**config.mk**
```make
export PLATFORM = sky130hd
export DESIGN_NAME = disk_nibble_reader_flat
export DESIGN_NICKNAME = d
export VERILOG_FILES = /design/src/rtl/disk_nibble_reader_if.sv /design/src/rtl/disk_nibble_reader.sv /design/src/flat_wrapper.sv
export SDC_FILE = /design/constraint.sdc
export NUM_CORES = 1
export LEC_CHECK = 0
export ABC_AREA = 0
export CAP_MARGIN = 20
export CORE_ASPECT_RATIO = 1.4
export CORE_MARGIN = 2
export CORE_UTILIZATION = 45
export CTS_BUF_LIST = sky130_fd_sc_hd__clkbuf_16
export DETAILED_ROUTE_END_ITERATION = 7
export PLACE_DENSITY = 0.71
export SETUP_SLACK_MARGIN = 0.2
export SLEW_MARGIN = 20
export SYNTH_ARGS = -nofsm -noshare
export SYNTH_HDL_FRONTEND = slang
export SYNTH_SLANG_ARGS = --single-unit
```
**constraint.sdc**
```tcl
create_clock -name Clk -period 2.9 [get_ports Clk]
set_input_delay 0.58 -clock Clk [delete_from_list [all_inputs] [get_ports Clk]]
set_output_delay 0.58 -clock Clk [all_outputs]
set_load 0.01 [all_outputs]
```
**src/rtl/disk_nibble_reader_if.sv**
```systemverilog
// Handshake bundle between the disk read path (slave) and the drive/CPU side (master).
interface disk_nibble_reader_if #(
   parameter int DATA_WIDTH = 8
);
   logic                  enable;
   logic                  rd_pulse;
   logic                  rd_ack;
   logic [DATA_WIDTH-1:0] data_out;
   logic                  data_valid;
   logic                  overrun;
   logic                  sync_lock;

   modport master (
      output enable, rd_pulse, rd_ack,
      input  data_out, data_valid, overrun, sync_lock
   );

   modport slave (
      input  enable, rd_pulse, rd_ack,
      output data_out, data_valid, overrun, sync_lock
   );
endinterface

```
**src/rtl/disk_nibble_reader.sv**
```systemverilog
// Read-side serial-to-parallel path: bit-cell recovery, self-syncing shifter and CPU data latch.
// Define DISK_SYNC_DETECT_EN to add sync_lock after SYNC_COUNT consecutive all-ones nibbles.
module disk_nibble_reader #(
   parameter int DATA_WIDTH  = 8,
   parameter int CELL_CYCLES = 28,
   parameter int SYNC_COUNT  = 4
) (
   input  logic                Clk,
   input  logic                Reset,
   disk_nibble_reader_if.slave bus
);
   localparam int              CntW     = $clog2(CELL_CYCLES);
   localparam logic [CntW-1:0] CellLast = CntW'(CELL_CYCLES - 1);
   localparam logic [CntW-1:0] CellHalf = CntW'(CELL_CYCLES / 2);

   if (CELL_CYCLES < 4 || (CELL_CYCLES % 2) != 0 || SYNC_COUNT < 1) begin : g_bad_cfg
      $error("disk_nibble_reader: CELL_CYCLES must be even and >= 4, SYNC_COUNT >= 1");
   end

   logic [CntW-1:0]       cell_cnt;
   logic                  one_pending;
   logic [DATA_WIDTH-1:0] shreg;
   logic [DATA_WIDTH-1:0] data_q;
   logic                  valid_q;
   logic                  overrun_q;

   logic                  cell_end;
   logic                  shift_en;
   logic                  complete;
   logic [DATA_WIDTH-1:0] shift_next;

   // A pulse on the cell-end cycle re-centres the cell instead of shifting.
   always_comb begin
      cell_end   = (cell_cnt == CellLast);
      shift_en   = bus.enable && cell_end && !bus.rd_pulse;
      shift_next = {shreg[DATA_WIDTH-2:0], one_pending};
      complete   = shift_en && shift_next[DATA_WIDTH-1];
   end

   // NOTE: state is written only with non-blocking assignments so every register
   // samples the pre-edge values, independent of block ordering.
   always_ff @(posedge Clk or posedge Reset) begin
      if (Reset) begin
         cell_cnt    <= '0;
         one_pending <= 1'b0;
         shreg       <= '0;
      end else if (!bus.enable) begin
         cell_cnt    <= '0;
         one_pending <= 1'b0;
         shreg       <= '0;
      end else if (bus.rd_pulse) begin
         cell_cnt    <= CellHalf;
         one_pending <= 1'b1;
      end else if (cell_end) begin
         cell_cnt    <= '0;
         one_pending <= 1'b0;
         shreg       <= complete ? '0 : shift_next;
      end else begin
         cell_cnt    <= cell_cnt + 1'b1;
      end
   end

   // Data latch survives enable=0 so the CPU can still collect the last nibble.
   always_ff @(posedge Clk or posedge Reset) begin
      if (Reset) begin
         data_q    <= '0;
         valid_q   <= 1'b0;
         overrun_q <= 1'b0;
      end else begin
         if (complete) begin
            data_q  <= shift_next;
            valid_q <= 1'b1;
         end else if (bus.rd_ack) begin
            valid_q <= 1'b0;
         end
         if (complete && valid_q && !bus.rd_ack) overrun_q <= 1'b1;
      end
   end

   assign bus.data_out   = data_q;
   assign bus.data_valid = valid_q;
   assign bus.overrun    = overrun_q;

`ifdef DISK_SYNC_DETECT_EN
   localparam int              RunW   = $clog2(SYNC_COUNT + 1);
   localparam logic [RunW-1:0] RunMax = RunW'(SYNC_COUNT);

   logic [RunW-1:0] ff_run;
   logic [RunW-1:0] ff_run_next;
   logic            sync_q;

   always_comb begin
      // NOTE: default first so no path through this block leaves ff_run_next unassigned
      // (which would infer a latch).
      ff_run_next = '0;
      if (&shift_next) ff_run_next = (ff_run == RunMax) ? RunMax : ff_run + 1'b1;
   end

   always_ff @(posedge Clk or posedge Reset) begin
      if (Reset) begin
         ff_run <= '0;
         sync_q <= 1'b0;
      end else if (!bus.enable) begin
         ff_run <= '0;
         sync_q <= 1'b0;
      end else if (complete) begin
         ff_run <= ff_run_next;
         sync_q <= (ff_run_next == RunMax);
      end
   end

   assign bus.sync_lock = sync_q;
`else
   assign bus.sync_lock = 1'b0;
`endif
endmodule

```
**src/flat_wrapper.sv**
```systemverilog
// flat-port wrapper written by rule: the top's interface ports become plain ports
module disk_nibble_reader_flat 
#(
   parameter int DATA_WIDTH  = 8,
   parameter int CELL_CYCLES = 28,
   parameter int SYNC_COUNT  = 4
)
  (Clk, Reset, bus_enable, bus_rd_pulse, bus_rd_ack, bus_data_out, bus_data_valid, bus_overrun, bus_sync_lock);
  disk_nibble_reader_if #(.DATA_WIDTH(DATA_WIDTH)) bus_i ();
  input  logic Clk;
  input  logic Reset;
  input wire logic [$bits(bus_i.enable)-1:0] bus_enable;
  input wire logic [$bits(bus_i.rd_pulse)-1:0] bus_rd_pulse;
  input wire logic [$bits(bus_i.rd_ack)-1:0] bus_rd_ack;
  output wire logic [$bits(bus_i.data_out)-1:0] bus_data_out;
  output wire logic [$bits(bus_i.data_valid)-1:0] bus_data_valid;
  output wire logic [$bits(bus_i.overrun)-1:0] bus_overrun;
  output wire logic [$bits(bus_i.sync_lock)-1:0] bus_sync_lock;
  assign bus_i.enable = bus_enable;
  assign bus_i.rd_pulse = bus_rd_pulse;
  assign bus_i.rd_ack = bus_rd_ack;
  assign bus_data_out = bus_i.data_out;
  assign bus_data_valid = bus_i.data_valid;
  assign bus_overrun = bus_i.overrun;
  assign bus_sync_lock = bus_i.sync_lock;
  disk_nibble_reader #(.DATA_WIDTH(DATA_WIDTH), .CELL_CYCLES(CELL_CYCLES), .SYNC_COUNT(SYNC_COUNT)) u_core (.Clk(Clk), .Reset(Reset), .bus(bus_i));
endmodule
```
* Word level (Yosys, flattened, before mapping)
Index checks and enable logic that the tools add are counted.
** Word-level totals
- Flip-flop bits (word level) :: 23
- Input port bits :: 5
- Output and inout bits :: 11
** Operators by class
- Add/subtract/negate cells :: 1
- Eq/ne operators :: 4
- Reduce and logical (&&, ||, !) cells :: 9
- Muxes and demuxes :: 12
** Operators by type and width (number)
- 2-to-1 mux 7 bit :: 4
- 2-to-1 mux 5 bit :: 3
- adder 5 x 1 -> 5 bit, second input constant :: 1
- == test 5 bit, second input constant :: 1
- logical AND 1 bit :: 5
- 2-to-1 mux 1 bit :: 5
- != test 3 x 1 -> 1 bit, second input constant :: 1
- logical NOT 1 bit :: 2
- != test 2 x 1 -> 1 bit, second input constant :: 1
- != test 2 bit, second input constant :: 1
- AND reduction 2 bit :: 1
- nonzero test 2 bit :: 1

* Logic depth before layout (Yosys ltp)
Gate-level depths: netlist of the first run.
- Depth after elaboration :: 8
- Depth in mapped cells :: 4
- Depth with buffers taken out :: 4

* Worst setup path before layout of the first run
No wires, ideal clock.
- Path type :: reg2reg
- Start :: register u_core.cell_cnt[0]
- End :: register u_core.data_q[0] (netlist: u_core.bus.data_out[0])
- Buffers on the path :: 0
- Period minus slack after synthesis :: 1.609 ns
- Cell stages (with the launch flop) :: 5
- Arrival time :: 1.484 ns
- Setup slack :: 1.291 ns
- Cells stage by stage :: dfrtp_1 ha_1 nand4b_4 nor3_4 mux2_2
** Between the ends
- Longest elaborated chain between the ends :: 4
** Ends and longest elaborated chain
- start: declaration :: line disk_nibble_reader.sv:20 : logic [CntW-1:0] cell_cnt;
- start signal: assignment :: line disk_nibble_reader.sv:52 : cell_cnt <= CellHalf;
- start signal: assignment :: line disk_nibble_reader.sv:59 : cell_cnt <= cell_cnt + 1'b1;
- == test 5 bit :: line disk_nibble_reader.sv:34 : cell_end = (cell_cnt == CellLast);
- logical AND 1 bit (2 in series) :: line disk_nibble_reader.sv:35 : shift_en = bus.enable && cell_end && !bus.rd_pulse;
- logical AND 1 bit :: line disk_nibble_reader.sv:37 : complete = shift_en && shift_next[DATA_WIDTH-1];
- end signal: assignment :: line disk_nibble_reader.sv:71 : data_q <= shift_next;
- end: declaration :: line disk_nibble_reader.sv:23 : logic [DATA_WIDTH-1:0] data_q;
Every way passes these cells.
A chain may end at the register's enable or synchronous reset.

* Worst setup path after layout of the first run
- Start :: input bus_rd_pulse
- End :: register u_core.data_q[5] (netlist: u_core.bus.data_out[5])
** Between the ends
- Longest elaborated chain between the ends :: 3
** Ends and longest elaborated chain
- start: declaration :: line flat_wrapper.sv:13 : input wire logic [$bits(bus_i.rd_pulse)-1:0] bus_rd_pulse;
- logical NOT 1 bit :: line disk_nibble_reader.sv:35
- logical AND 1 bit :: line disk_nibble_reader.sv:35
- logical AND 1 bit :: line disk_nibble_reader.sv:37
Every way passes these cells.

==> results.md, run 1 <==
- status: finished clean
- RSZ-0062 raised after global routing: no
- Sum Neg Setup Slack: 0 ps
- Placement Setup Slack: 628 ps
- global-route wire length before repair: 2700 um
- part of the Yosys area used for sequential elements: 61.9%
- slack of the worst reg-to-reg path: 1070 ps
- detailed-routing iteration count for the pre-antenna-repair pass: 4
- number of core rows: 19
- Post-Syn Area per Cell: 14.1 um2
- count of buffers inserted at the top-level ports: 14
- average detailed-routed wire length per instance: 14.6 um
- Final Critical Period: 1990 ps
- start of the worst register-to-register path: u_core.cell_cnt[0]
- Critical Path RT: 3030 ps
- area enclosed by the die boundary: 2450 um2
- Async SR Flop Fraction: 100%
- number of remaining DRC errors: 0
- Worst Setup End Kind: register
- peak ir drop on the vdd network: 0.374 mV
- transition time of the tightest slew-check pin: 826 ps
- total clock buffers created by CTS: 3
- RD Place Congestion: 0.677
- CP delay by family, top: simple AND/OR/NAND/NOR gates
- initial core utilization: 47.7%
- Synth Cell Area: 930 um2
- delay of the slowest critical-path stage: 480 ps
- critical-path cell list: clkdlybuf4s50_1 > nand2b_1 > nor3_4 > mux2_2
- path type of the worst min-delay path: reg -> reg
- RR Endpoint: u_core.bus.data_out[5]
- height of the die: 57.8 um
- final HPWL from detailed placement: 1080 um
- Max-cap violations: 0
- worst hold endpoint: u_core.bus.overrun
- number of synthesized register bits: 23
- critical path peak fanout: 10
- hold_ws: 462 ps
- total power per unit cell area: 552 nW/um2
- Leakage Power: 0.000595 uW
- count of boundary I/O pins: 16
- number of hold-slack violations in the final timing report: 0
- Post-CTS Hold Buffers: 0
- TritonCTS clock tree: yes
- width of the chip: 42.4 um
- DRT Wirelength: 1520 um
- DR vias: 556
- Fillers: 165
- syn nets: 72
- leading register cell type out of synthesis: dfrtp_1
- buffer and inverter count on the worst path: 1
- origin of the worst min-delay path: u_core.bus.overrun
- clock tree skew after final layout: 3.90 ps
- area growth from synthesis to layout: 25.6%
- pin count of the biggest net entering global routing: 24
- Critical Path Start Type: primary input
- vias in the first global route: 593
- Final Slew Violations: 0
- maximum achievable frequency: 0.503 GHz
- hold depth: 1
- Antenna Cells: 0
- count of warnings emitted by yosys: 0
- number of setup buffers added after CTS: 0
- number of sinks driven by the clock tree: 23
- Crit Path Category: in -> reg
- Global Route Usage Sum: 15.1%
- insertion delay to the later sink of the worst-skew pair: 250 ps
- setup-violating endpoint count in the final report: 0
- arrival time worst endpoint: 2120 ps
- clock slew at the register clock pins of the worst setup and hold paths: 60 ps
- post-synthesis cell type count: 25
- fraction of layout instances using a drive strength above 1: 18.1%
- Clock Tree Root: clkbuf_16
- Resized Gates After CTS: 0
- final worst path period share: 68.6%
- average via count per standard cell: 5.35
- buffers from clock root to sink, at most: 2
- master of the slowest instance on the critical path: clkdlybuf4s50_1
- worst r2r path cells: 4
- count of flip-flops with a built-in enable after synthesis: 0
- number of violations reported at the end of detailed-routing iteration 0: 13
- worst setup slack after layout: 912 ps
- residual overflow from global routing: 0
- instance count of the mapped netlist: 66
- Core Area: 1950 um2
- final-stage net count: 90
- number of H-tree branching levels: 1
- initial antenna violation count: 0
- worst-case headroom to the max-slew limit: 44.9%
- Antenna Violating Nets Remaining: 0
## cells in the final DEF, fill, tap and decap left out, types with 2 or more instances in the layout
cell,netlist,final
clkbuf_16,0,3
inv_1,3,4
mux2_2,7,7
o21a_1,3,3
nand2_1,2,2
dfrtp_1,23,23
a21oi_1,3,3
a22o_1,6,6
clkdlybuf4s50_1,0,14
nor2b_1,2,2
## cell families after synthesis
| kind of cell | Yosys count | synth area share, % |
|---|---|---|
| flops | 23 | 61.9 |
| compound gates | 15 | 12.4 |
| simple gates | 13 | 11.6 |
| mux | 7 | 8.48 |
| buf+inv | 4 | 2.02 |
| xor+xnor | 2 | 1.88 |
| fa+ha+maj | 1 | 1.35 |
| other cells | 1 | 0.403 |
## power by group
part | internal (uW) | switching (uW) | leakage, uW | total (uW)
sequential | 327 | 6.27 | 0.000313 | 333
combinational | 14.0 | 16.4 | 0.000239 | 30.4
clock | 183 | 97.4 | 0.0000423 | 281
## worst reg2reg max path, cell delays in order, from the launching register on
cell and delay [ps]:
dfrtp_1 380, ha_1 300, nand4b_4 200, nor3_4 450
mux2_2 390
## metal layers
layer | vias up | track usage [%] | wire (um)
met2 | 12 | 25.5 | 813
met5 | - | 0 | 0
li1 | 266 | - | -
met1 | 274 | 18.1 | 623
met4 | 0 | 8.04 | 27
met3 | 4 | 3.12 | 54
## flip-flops by register name, indices dropped and copies added, names as in the netlist
name,flops
u_core.bus.data_out,8
u_core.bus.data_valid,1
u_core.bus.overrun,1
u_core.cell_cnt,5
u_core.one_pending,1
u_core.shreg,7
## through the flow
step	area (um2)	instances	power (uW)	utilization, %
2_1_floorplan	930	66	357	-
3_3_place_gp	1090	100	369	55.8
3_5_place_dp	1090	100	370	55.8
4_1_cts	1170	104	654	59.9
5_1_grt	1170	104	672	59.9
6_report	1170	104	644	59.9
## synthesized netlist by cell type (2+ instances only)
cell	instances	area share, %
inv_1	3	1.2
nand2_1	2	0.81
o21a_1	3	2.4
dfrtp_1	23	62
a22o_1	6	5.7
a21oi_1	3	1.6
nor2b_1	2	1.3
mux2_2	7	8.5
## cell type report
cell class / instances / area, um2 / share of cell area (%)
tap: 21 / 26.3 / 2.25
timing repair buffer: 14 / 140 / 12.0
inverter: 3 / 11.3 / 0.965
clock buffer: 3 / 75.1 / 6.43
multi-input combinational: 39 / 335 / 28.7
clock inverter: 1 / 3.75 / 0.322
sequential: 23 / 576 / 49.3
## worst max path at each step
stage,from,end,slack [ps],depth (start not counted)
after floorplan,u_core.cell_cnt[0],u_core.bus.data_out[0],1290,4
after global placement,bus_rd_pulse,u_core.bus.data_out[2],670,4
after detailed placement,bus_rd_pulse,u_core.bus.data_out[6],630,4
after CTS,bus_rd_pulse,u_core.bus.data_out[6],890,4
after global routing,bus_rd_pulse,u_core.shreg[3],790,4
final,bus_rd_pulse,u_core.bus.data_out[5],910,4
Note: power is estimated with default switching activity, not from simulation.
==> run 2, diff against run 1 <==
--- a/config.mk
+++ b/config.mk
@@ -12,7 +12,7 @@
 export CORE_UTILIZATION = 45
 export CTS_BUF_LIST = sky130_fd_sc_hd__clkbuf_16
 export DETAILED_ROUTE_END_ITERATION = 7
-export PLACE_DENSITY = 0.71
+export PLACE_DENSITY = 0.73
 export SETUP_SLACK_MARGIN = 0.2
 export SLEW_MARGIN = 20
 export SYNTH_ARGS = -nofsm -noshare
==> constraint.sdc (replaced) <==
create_clock -name Clk -period 1.7 [get_ports Clk]
set_input_delay 0.34 -clock Clk [delete_from_list [all_inputs] [get_ports Clk]]
set_output_delay 0.34 -clock Clk [all_outputs]
set_load 0.01 [all_outputs]
==> results.md, run 2 (synthesis gave the netlist of run 1 again) <==
- status: finished clean, unchanged
- critical-path cell list: ha_4 > nand4b_4 > nor3_4 > buf_6 > mux2_4, was clkdlybuf4s50_1 > nand2b_1 > nor3_4 > mux2_2
- Global Route Usage Sum: 15.3%, was 15.1%
- residual overflow from global routing: 0, unchanged
- final-stage net count: 105, was 90
- DRT Wirelength: 1680 um, was 1520 um
- slack of the worst reg-to-reg path: 230 ps, was 1070 ps
- master of the slowest instance on the critical path: dfrtp_1, was clkdlybuf4s50_1
- Critical Path RT: 1840 ps, was 3030 ps
- Crit Path Category: reg -> reg, was in -> reg
- fraction of layout instances using a drive strength above 1: 35.7%, was 18.1%
- worst r2r path cells: 5, was 4
- area enclosed by the die boundary: 2450 um2, unchanged
- maximum achievable frequency: 0.681 GHz
- width of the chip: 42.4 um, unchanged
- worst setup slack after layout: 231 ps, was 912 ps
- DR vias: 634, was 556
- Fillers: 139, was 165
- Placement Setup Slack: -72.6 ps, was 628 ps
- CP delay by family, top: flip-flops, was simple AND/OR/NAND/NOR gates
- average detailed-routed wire length per instance: 14.1 um, was 14.6 um
- peak ir drop on the vdd network: 0.676 mV, was 0.374 mV
- insertion delay to the later sink of the worst-skew pair: 250 ps, about the same
- number of remaining DRC errors: 0, unchanged
- average via count per standard cell: 5.33, was 5.35
- Antenna Cells: 0, unchanged
- count of buffers inserted at the top-level ports: 14, unchanged
- count of boundary I/O pins: 16, unchanged
- initial antenna violation count: 0, unchanged
- path type of the worst min-delay path: in -> async, was reg -> reg
- number of H-tree branching levels: 1, unchanged
- final HPWL from detailed placement: 1020 um, was 1080 um
- setup-violating endpoint count in the final report: 0, unchanged
- Worst Setup End Kind: register, unchanged
- RD Place Congestion: 0.745, was 0.677
- Core Area: 1950 um2, unchanged
- Final Slew Violations: 0, unchanged
- final worst path period share: 86.4%
- TritonCTS clock tree: yes, unchanged
- number of hold-slack violations in the final timing report: 0, unchanged
- Final Critical Period: 1470 ps
- Cell Count Post-Placement: 107, was 100
- met3 wire length: 56 um, was 54 um
- buffer and inverter count on the worst path: 1, unchanged
- initial core utilization: 47.7%, unchanged
- height of the die: 57.8 um, unchanged
- most common library cell in the layout ignoring fill and taps: dfrtp_1, unchanged
- critical path peak fanout: 5, was 10
- non-filler cells, final: 119, was 104
- Max-cap violations: 0, unchanged
- area growth from synthesis to layout: 46.4%, was 25.6%
- wl on met1: 766 um, was 623 um
- clock tree skew after final layout: 0.799 ps, was 3.90 ps
- total clock buffers created by CTS: 3, unchanged
- start of the worst register-to-register path: u_core.cell_cnt[0], unchanged
- clock slew at the register clock pins of the worst setup and hold paths: 60 ps, about the same
- Antenna Violating Nets Remaining: 0, unchanged
- total power: 1140 uW, was 644 uW
- arrival time worst endpoint: 1610 ps, was 2120 ps
- delay of the slowest critical-path stage: 390 ps, was 480 ps
- post-placement cell area: 1150 um2, was 1090 um2
- number of flip-flops under the largest register name: 8, unchanged
- DR top layer: met4, unchanged
- number of violations reported at the end of detailed-routing iteration 0: 22, was 13
- buffers from clock root to sink, at most: 2, unchanged
- vias in the first global route: 632, was 593
- met2 layer wire length in the routed design: 814 um, was 813 um
- cell area after layout: 1360 um2, was 1170 um2
- most frequent cells in the layout: dfrtp_1 (23), buf_4 (13), mux2_4 (7), clkdlybuf4s50_1 (7), was dfrtp_1 (23), clkdlybuf4s50_1 (14), mux2_2 (7), a22o_1 (6), inv_1 (4)
- RSZ-0062 raised after global routing: yes, was no
- Leakage Power: 0.000778 uW, was 0.000595 uW
- number of sinks driven by the clock tree: 23, unchanged
- RR Endpoint: u_core.bus.data_out[1], was u_core.bus.data_out[5]
- total power per unit cell area: 838 nW/um2, was 552 nW/um2
- Critical Path Start Type: register, was primary input
- number of core rows: 19, unchanged
- detailed-routing iteration count for the pre-antenna-repair pass: 4, unchanged
- global-route wire length before repair: 2750 um, was 2700 um
- pin count of the biggest net entering global routing: 24, unchanged
- Clock Tree Root: clkbuf_16, unchanged
[run 2: worst reg2reg max path, cell delays in order, from the launching register on]
cell and delay, ps:
dfrtp_1 390, ha_4 170, nand4b_4 140, nor3_4 190, buf_6 160, mux2_4 310
[run 2: final cells by class]
cell class | count | area [um2] | share of cell area [%]
well taps | 21 | 26.3 | 1.93
multi-input cells | 39 | 394 | 29.0
clock buffers | 3 | 75.1 | 5.51
flip-flops and latches | 23 | 576 | 42.3
repair buffers | 29 | 274 | 20.1
clock inverters | 1 | 5.00 | 0.368
inverters | 3 | 11.3 | 0.827
[run 2: worst max path at each step]
stage / from / to / slack, ps / cells after the start
after detailed placement: bus_rd_pulse / u_core.bus.data_out[0] / -70 / 5
final: u_core.cell_cnt[0] / u_core.bus.data_out[1] / 230 / 5
after global routing: u_core.cell_cnt[1] / u_core.shreg[0] / 160 / 5
after floorplan: u_core.cell_cnt[0] / u_core.bus.data_out[0] / 140 / 4
after global placement: bus_rd_pulse / u_core.bus.data_out[2] / -70 / 5
after CTS: u_core.cell_cnt[0] / u_core.bus.data_out[0] / 180 / 5
[run 2: repair_timing]
item | in CTS | in global routing
gates resized for setup | 10 | 11
buffers inserted | 5 | 3
pin swaps | 2 | 1
hold buffers | 0 | 0
setup endpoints to repair | 14 | 19
[run 2: metal layers]
| metal | global-route usage (%) | vias up |
|---|---|---|
| met2 | 23.3 | 12 |
| met5 | 0 | - |
| met3 | 2.80 | 4 |
| met4 | 9.38 | 0 |
| met1 | 20.2 | 320 |
| li1 | - | 298 |
[run 2: stage by stage]
step	utilization, %	hold WS, ps	TNS (ps)
finish	69.8	420	0
global route	69.8	468	0
CTS	66.9	439	0
detailed placement	59.2	454	-730
global placement	59.2	449	-528
floorplan	-	342	0
[run 2: power by group]
group | switching [uW] | internal [uW] | leakage [uW] | total (uW)
combinational | 33.8 | 40.2 | 0.000423 | 74.0
clock | 183 | 316 | 0.0000409 | 498
sequential | 10.9 | 557 | 0.000313 | 568
==> RTL change 1: new RTL, config.mk and constraints of run 2 <==
The option `DISK_SYNC_DETECT_EN` is turned on by a define.
--- a/src/rtl/disk_nibble_reader.sv
+++ b/src/rtl/disk_nibble_reader.sv
@@ -1,4 +1,6 @@
 // Read-side serial-to-parallel path: bit-cell recovery, self-syncing shifter and CPU data latch.
 // Define DISK_SYNC_DETECT_EN to add sync_lock after SYNC_COUNT consecutive all-ones nibbles.
+`define DISK_SYNC_DETECT_EN
+
 module disk_nibble_reader #(
    parameter int DATA_WIDTH  = 8,
Formal check against the unedited RTL: no difference found for any inputs over 10 cycles, from zero or initial values and one cycle with Reset high; that may be too few to reach the edited logic, so the function may still have changed.
==> RTL change 1 against run 2 <==
- power increased by 17%
- sequential cell count up 4
- critical path depth fell by 1
- cell area is 29% higher
- area after synthesis is 39% higher
- setup slack worse by 0.015 ns
- routed wire length rose by 65%
- synthesized cell count grew 67%
- global-route usage grew 3.5 points
- combinational power grew 58%
==> RTL change 1: results (changes against run 2) <==
Final layout
  – Number of antenna repair diodes: 0 (unchanged)
  – Number of nets in the layout: 158 (+50%)
  – Share of final-layout standard cells stronger than drive strength 1: 0.2819 (-0.07526)
  – Number of fill cells: 228 (+64%)
  – Largest register FFs: 8 (unchanged)

Yosys
  – Fraction of registers with async set/reset: 1.000 (unchanged)
  – Top area cells in the synthesized netlist: dfrtp_1, mux2_4, o211ai_1
  – Commonest cells in the synthesized netlist: dfrtp_1, inv_1, nand2_1
  – Count of distinct cell types in the synthesized netlist: 39 (+56%)
  – Post-synthesis sequential area ratio: 0.5222 (-0.09687)
  – Total of warnings raised by yosys: 0 (unchanged)
  – Net count after synthesis: 118 (+64%)

Run status
  – Run status: completed

Critical path
  – Longest individual stage delay on the worst path: 0.39 ns (about the same)
  – Top Family by Delay on Critical Path: simple AND/OR/NAND/NOR gates
  – Data arrival at the endpoint of the critical path: 1.63 ns (+0.02 ns)
  – Slowest cell on the critical path: dfrtp_1
  – Peak fanout along the critical path: 6 (+1)

Global route
  – Number of antenna violations at the first check in global routing: 0 (unchanged)
  – Combined global-route utilization of all metal layers: 0.1878 (+0.03489)
  – Vias in the first global route: 953 (+51%)
  – Pin count of the biggest net entering global routing: 28 (+17%)
  – Wire length of the first global-routing pass: 4616 um (+68%)

Power
  – Cell internal power dissipation: 1.039 mW (+14%)
  – Worst voltage drop across the vdd grid: 0.4838 mV (-28%)
  – Leak pwr: 0.9601 nW (+23%)

Clock network
  – Clock H-tree levels: 1 (unchanged)
  – Clock slew at reported path FFs: roughly 0.07 ns
  – Hold buffers post-CTS: 0 (unchanged)
  – Largest buffer count on any clock path: 2 (unchanged)
  – Clock tree root driver cell: clkbuf_16
  – Worst-skew pair later-pin latency: between 0.2 and 0.3 ns
  – Number of buffers created by CTS: 3 (unchanged)

Detailed routing
  – TritonRoute pass-1 iters: 4 (unchanged)
  – Vias per cell: 5.258 (-1.3%)
  – Total detailed-routing wirelength: 2763 um (+65%)
  – Initial detailed-routing violation count: 26 (+18%)

STA
  – Worst clock skew: 0.005384 ns (+0.004586 ns)
  – Worst Tran Pin Value: around 0.34 ns
  – Max Slew Vio Count: 0 (unchanged)

Placement
  – Count of input and output buffers: 15 (+1)
  – Placed wire-length estimate after detailed placement: 1921 um (+88%)
  – Placer Congestion: 0.7724 (+3.7%)
  – Worst Setup Slack post-DPL: -0.07694 ns (-0.004341 ns)

Min path
  – Worst min-delay path category: input pin to async pin
[RTL change 1: cell types whose count changed after synthesis, sizes merged, moves of 6 or more]
cell / before / now
inv: 3 / 9
o211ai: 0 / 7
nand2: 2 / 9
a22o: 6 / 0
[RTL change 1: per-stage QoR]
| step | cell area (um2) | hold slack [ns] | utilization | total power, mW | cells |
|---|---|---|---|---|---|
| 3_5_place_dp | 1560 | 0.4559 | 0.5589 | 0.7869 | 170 |
| 6_report | 1752 | 0.4384 | 0.6275 | 1.333 | 186 |
| 2_1_floorplan | 1306 | 0.3927 | - | 0.7448 | 110 |
| 4_1_cts | 1673 | 0.4552 | 0.5993 | 1.324 | 179 |
| 5_1_grt | 1752 | 0.4850 | 0.6275 | 1.386 | 186 |
| 3_3_place_gp | 1560 | 0.4597 | 0.5589 | 0.7823 | 170 |
[RTL change 1: kinds of logic after synthesis]
family                     share of synthesized area
buffers and inverters                        0.05705
and+or+nand+nor                               0.1354
muxes                                         0.1093
adders and majority gates                    0.02902
AOI/OAI and AO/OA                             0.1335
xor gates and xnor gates                     0.01354
DFF                                           0.5222
[RTL change 1: worst paths after layout]
check	from	to	slack, ns	cells after the start
worst max register to register	u_core.cell_cnt[1]	u_core.bus.data_out[4]	0.22	4
worst min register to register	u_core.bus.data_out[7]	u_core.bus.data_out[7]	0.46	1
min in group Clk	u_core.bus.data_out[7]	u_core.bus.data_out[7]	0.46	1
max in group asynchronous	Reset	u_core.cell_cnt[4]	1.01	3
worst max-delay path	u_core.cell_cnt[1]	u_core.bus.data_out[4]	0.22	4
worst min-delay path	Reset	u_core.shreg[4]	0.44	3
[RTL change 1: power groups by stage]
stage	combinational, mW	clock [mW]	sequential (mW)
floorplan	0.0589	0	0.686
global placement	0.0928	0	0.689
detailed placement	0.0953	0	0.692
CTS	0.105	0.541	0.678
global route	0.132	0.574	0.680
finish	0.117	0.538	0.679
[RTL change 1: repair_timing]
action / CTS / global route
resized for setup: 4 / 10
pin swaps: 2 / 2
setup buffers: 4 / 7
cloned: 1 / 0
endpoints found under the setup margin: 14 / 26
[RTL change 1: layout make-up]
type	count	area share
Multi-Input combinational cell	70	0.3250
Tap cell	37	0.02643
Inverter	9	0.01929
Clock buffer	3	0.04286
Sequential cell	27	0.3857
Clock inverter	1	0.002857
Timing Repair Buffer	39	0.1979
[RTL change 1: metal layers]
metal | vias to the layer above | GRT usage | routed length [um]
li1 | 479 | - | -
met1 | 486 | 0.2105 | 1091
met2 | 9 | 0.3497 | 1561
met3 | 4 | 0.02212 | 66
met4 | 0 | 0.09643 | 45
met5 | - | 0 | 0
[RTL change 1: tightest hold or removal path, delay by kind of cell]
| kind | cells | cell delay, ns |
|---|---|---|
| buf+inv | 3 | 0.76 |
==> RTL change 2: new RTL, flow settings as in run 2 <==
Without the edit above. `DATA_WIDTH` is set to 8 in 3 places; all go to 10.
--- a/src/rtl/disk_nibble_reader_if.sv
+++ b/src/rtl/disk_nibble_reader_if.sv
@@ -1,5 +1,5 @@
 // Handshake bundle between the disk read path (slave) and the drive/CPU side (master).
 interface disk_nibble_reader_if #(
-   parameter int DATA_WIDTH = 8
+   parameter int DATA_WIDTH = 10
 );
    logic                  enable;
--- a/src/rtl/disk_nibble_reader.sv
+++ b/src/rtl/disk_nibble_reader.sv
@@ -2,5 +2,5 @@
 // Define DISK_SYNC_DETECT_EN to add sync_lock after SYNC_COUNT consecutive all-ones nibbles.
 module disk_nibble_reader #(
-   parameter int DATA_WIDTH  = 8,
+   parameter int DATA_WIDTH  = 10,
    parameter int CELL_CYCLES = 28,
    parameter int SYNC_COUNT  = 4
--- a/src/flat_wrapper.sv
+++ b/src/flat_wrapper.sv
@@ -2,5 +2,5 @@
 module disk_nibble_reader_flat 
 #(
-   parameter int DATA_WIDTH  = 8,
+   parameter int DATA_WIDTH  = 10,
    parameter int CELL_CYCLES = 28,
    parameter int SYNC_COUNT  = 4
Ports: changed (resized bus_data_out); port bits go from 16 to 18. No check against the original RTL was run, so the function may have changed too.
==> RTL change 2 against run 2 <==
- cell area rose by 8.8%
- setup slack got worse by 0.082 ns
- utilization fell by 7.2 points
- routed wire length rose by 17%
- area after synthesis rose by 18%
- combinational power fell by 14%
- non-clock buffer count fell by 5
- count of clock-buffer cells in the layout did not move
- sequential cell count rose by 4
- final cell count rose by 4.2%
- power rose by 8.3%
- critical endpoint unchanged
==> RTL change 2: results (changes against run 2) <==
STA
  – Post-route fraction of the period consumed by the critical path: 0.9124 (+0.04810)
  – Worst clock skew: 0.001553 ns (+0.0007539 ns)

Critical path
  – Peak fanout along the critical path: 12 (+7)
  – Data arrival at the endpoint of the critical path: 1.69 ns (+0.08 ns)
  – FF-to-FF Start: u_core.cell_cnt[1]
  – Top Family by Delay on Critical Path: simple AND/OR/NAND/NOR gates
  – Worst Reg2Reg Path Length in Cells: 5 (unchanged)
  – Type of destination of the critical path: register
  – R2r setup slk: 0.15 ns (-0.08 ns)

Global route
  – Vias in the first global route: 683 (+8.1%)
  – Combined global-route utilization of all metal layers: 0.1565 (+0.003521)
  – Met2 routing resource usage after global routing: 0.2518 (+0.01879)
  – GR Layer Usage met3: 0.02601 (-0.002026)
  – Pin count of the biggest net entering global routing: 28 (+17%)
  – Wire length of the first global-routing pass: 3256 um (+19%)
  – Met1 usage in global routing: 0.2019 (about the same)

Yosys
  – Post-synthesis sequential area ratio: 0.6136 (-0.005475)
  – Net count after synthesis: 82 (+14%)
  – Count of distinct cell types in the synthesized netlist: 26 (+4.0%)
  – Top area cells in the synthesized netlist: dfrtp_1, mux2_4, a22o_1
  – Commonest cells in the synthesized netlist: dfrtp_1, a22o_1, mux2_4
  – Number of instances in the synthesized netlist: 76 (+15%)

Detailed routing
  – Initial detailed-routing violation count: 13 (-41%)
  – Metal3 WL: 82 um (+46%)
  – Total via count after detailed routing: 700 (+10%)
  – Metal-1 WL: 790 um (+3.1%)
  – Vias per cell: 5.645 (+6.0%)
  – Detailed route wirelength on metal2: 1048 um (+29%)
  – Mean routed wirelength per cell: 15.79 um (+12%)

Final layout
  – Share of final-layout standard cells stronger than drive strength 1: 0.2376 (-0.1195)
  – Largest register FFs: 10 (+2)
  – Number of nets in the layout: 108 (+2.9%)
  – Number of fill cells: 193 (+39%)

Placement
  – Placed wire-length estimate after detailed placement: 1229 um (+20%)
  – Count of placed standard cells including taps: 117 (+9.3%)
  – Cell area after placement: 0.001329 mm2 (+15%)
  – Placer Congestion: 0.6853 (-8.0%)
  – Count of input and output buffers: 16 (+2)
  – Worst Setup Slack post-DPL: 0.01050 ns (+0.08310 ns)

Clock network
  – Largest buffer count on any clock path: 2 (unchanged)
  – Worst-skew pair later-pin latency: 0.25 ns (about the same)
  – Post-CTS setup buffers: 2 (-3)
  – Number of instances resized during post-cts repair: 3 (-7)

Power
  – Worst voltage drop across the vdd grid: 0.5254 mV (-22%)
  – Leak pwr: 0.9019 nW (+16%)

Min path
  – Worst min-delay path category: input pin to async pin

Run status
  – Run status: completed
## RTL change 2: cell count changes after synthesis, sizes merged, moves of 2 or more
cell and change:
dfrtp +4, a22o +2, buf +2, inv -2, mux2 +2, nand2b +2
## RTL change 2: layout make-up
class / count / area (um2) / area share
Clock buffer: 3 / 75.07 / 0.05068
Clock inverter: 1 / 3.754 / 0.002534
Inverter: 1 / 3.754 / 0.002534
Multi-Input combinational cell: 45 / 424.2 / 0.2863
Sequential cell: 27 / 675.6 / 0.4561
Tap cell: 23 / 28.78 / 0.01943
Timing Repair Buffer: 24 / 270.3 / 0.1824
## RTL change 2: kinds of logic (layout without fill, tap and decap cells)
| group | count (synthesis) | count (layout) | share of synthesized area |
|---|---|---|---|
| adder cells (fa/ha/maj) | 1 | 1 | 0.01136 |
| buffers and inverters | 4 | 29 | 0.02499 |
| AND/OR/NAND/NOR | 16 | 16 | 0.1034 |
| AO/OA/AOI/OAI | 16 | 16 | 0.1114 |
| XOR/XNOR | 2 | 2 | 0.01591 |
| other | 1 | 1 | 0.003406 |
| multiplexers | 9 | 9 | 0.1159 |
| flip-flops | 27 | 27 | 0.6136 |
## RTL change 2: worst min path at each step
stage | slack, ns | start | end
after floorplan | 0.39 | Reset | u_core.bus.data_out[0]
after global placement | 0.45 | u_core.bus.data_out[9] | u_core.bus.data_out[9]
after detailed placement | 0.46 | u_core.bus.data_out[9] | u_core.bus.data_out[9]
after CTS | 0.45 | Reset | u_core.bus.data_out[1]
after global routing | 0.49 | u_core.bus.data_out[9] | u_core.bus.data_out[9]
final | 0.44 | Reset | u_core.cell_cnt[4]
## RTL change 2: power by group
group,switching [mW],total [mW],internal (mW)
Clock,0.195,0.509,0.314
Sequential,0.0106,0.662,0.651
Combinational,0.0326,0.0639,0.0312
Total,0.238,1.23,0.997
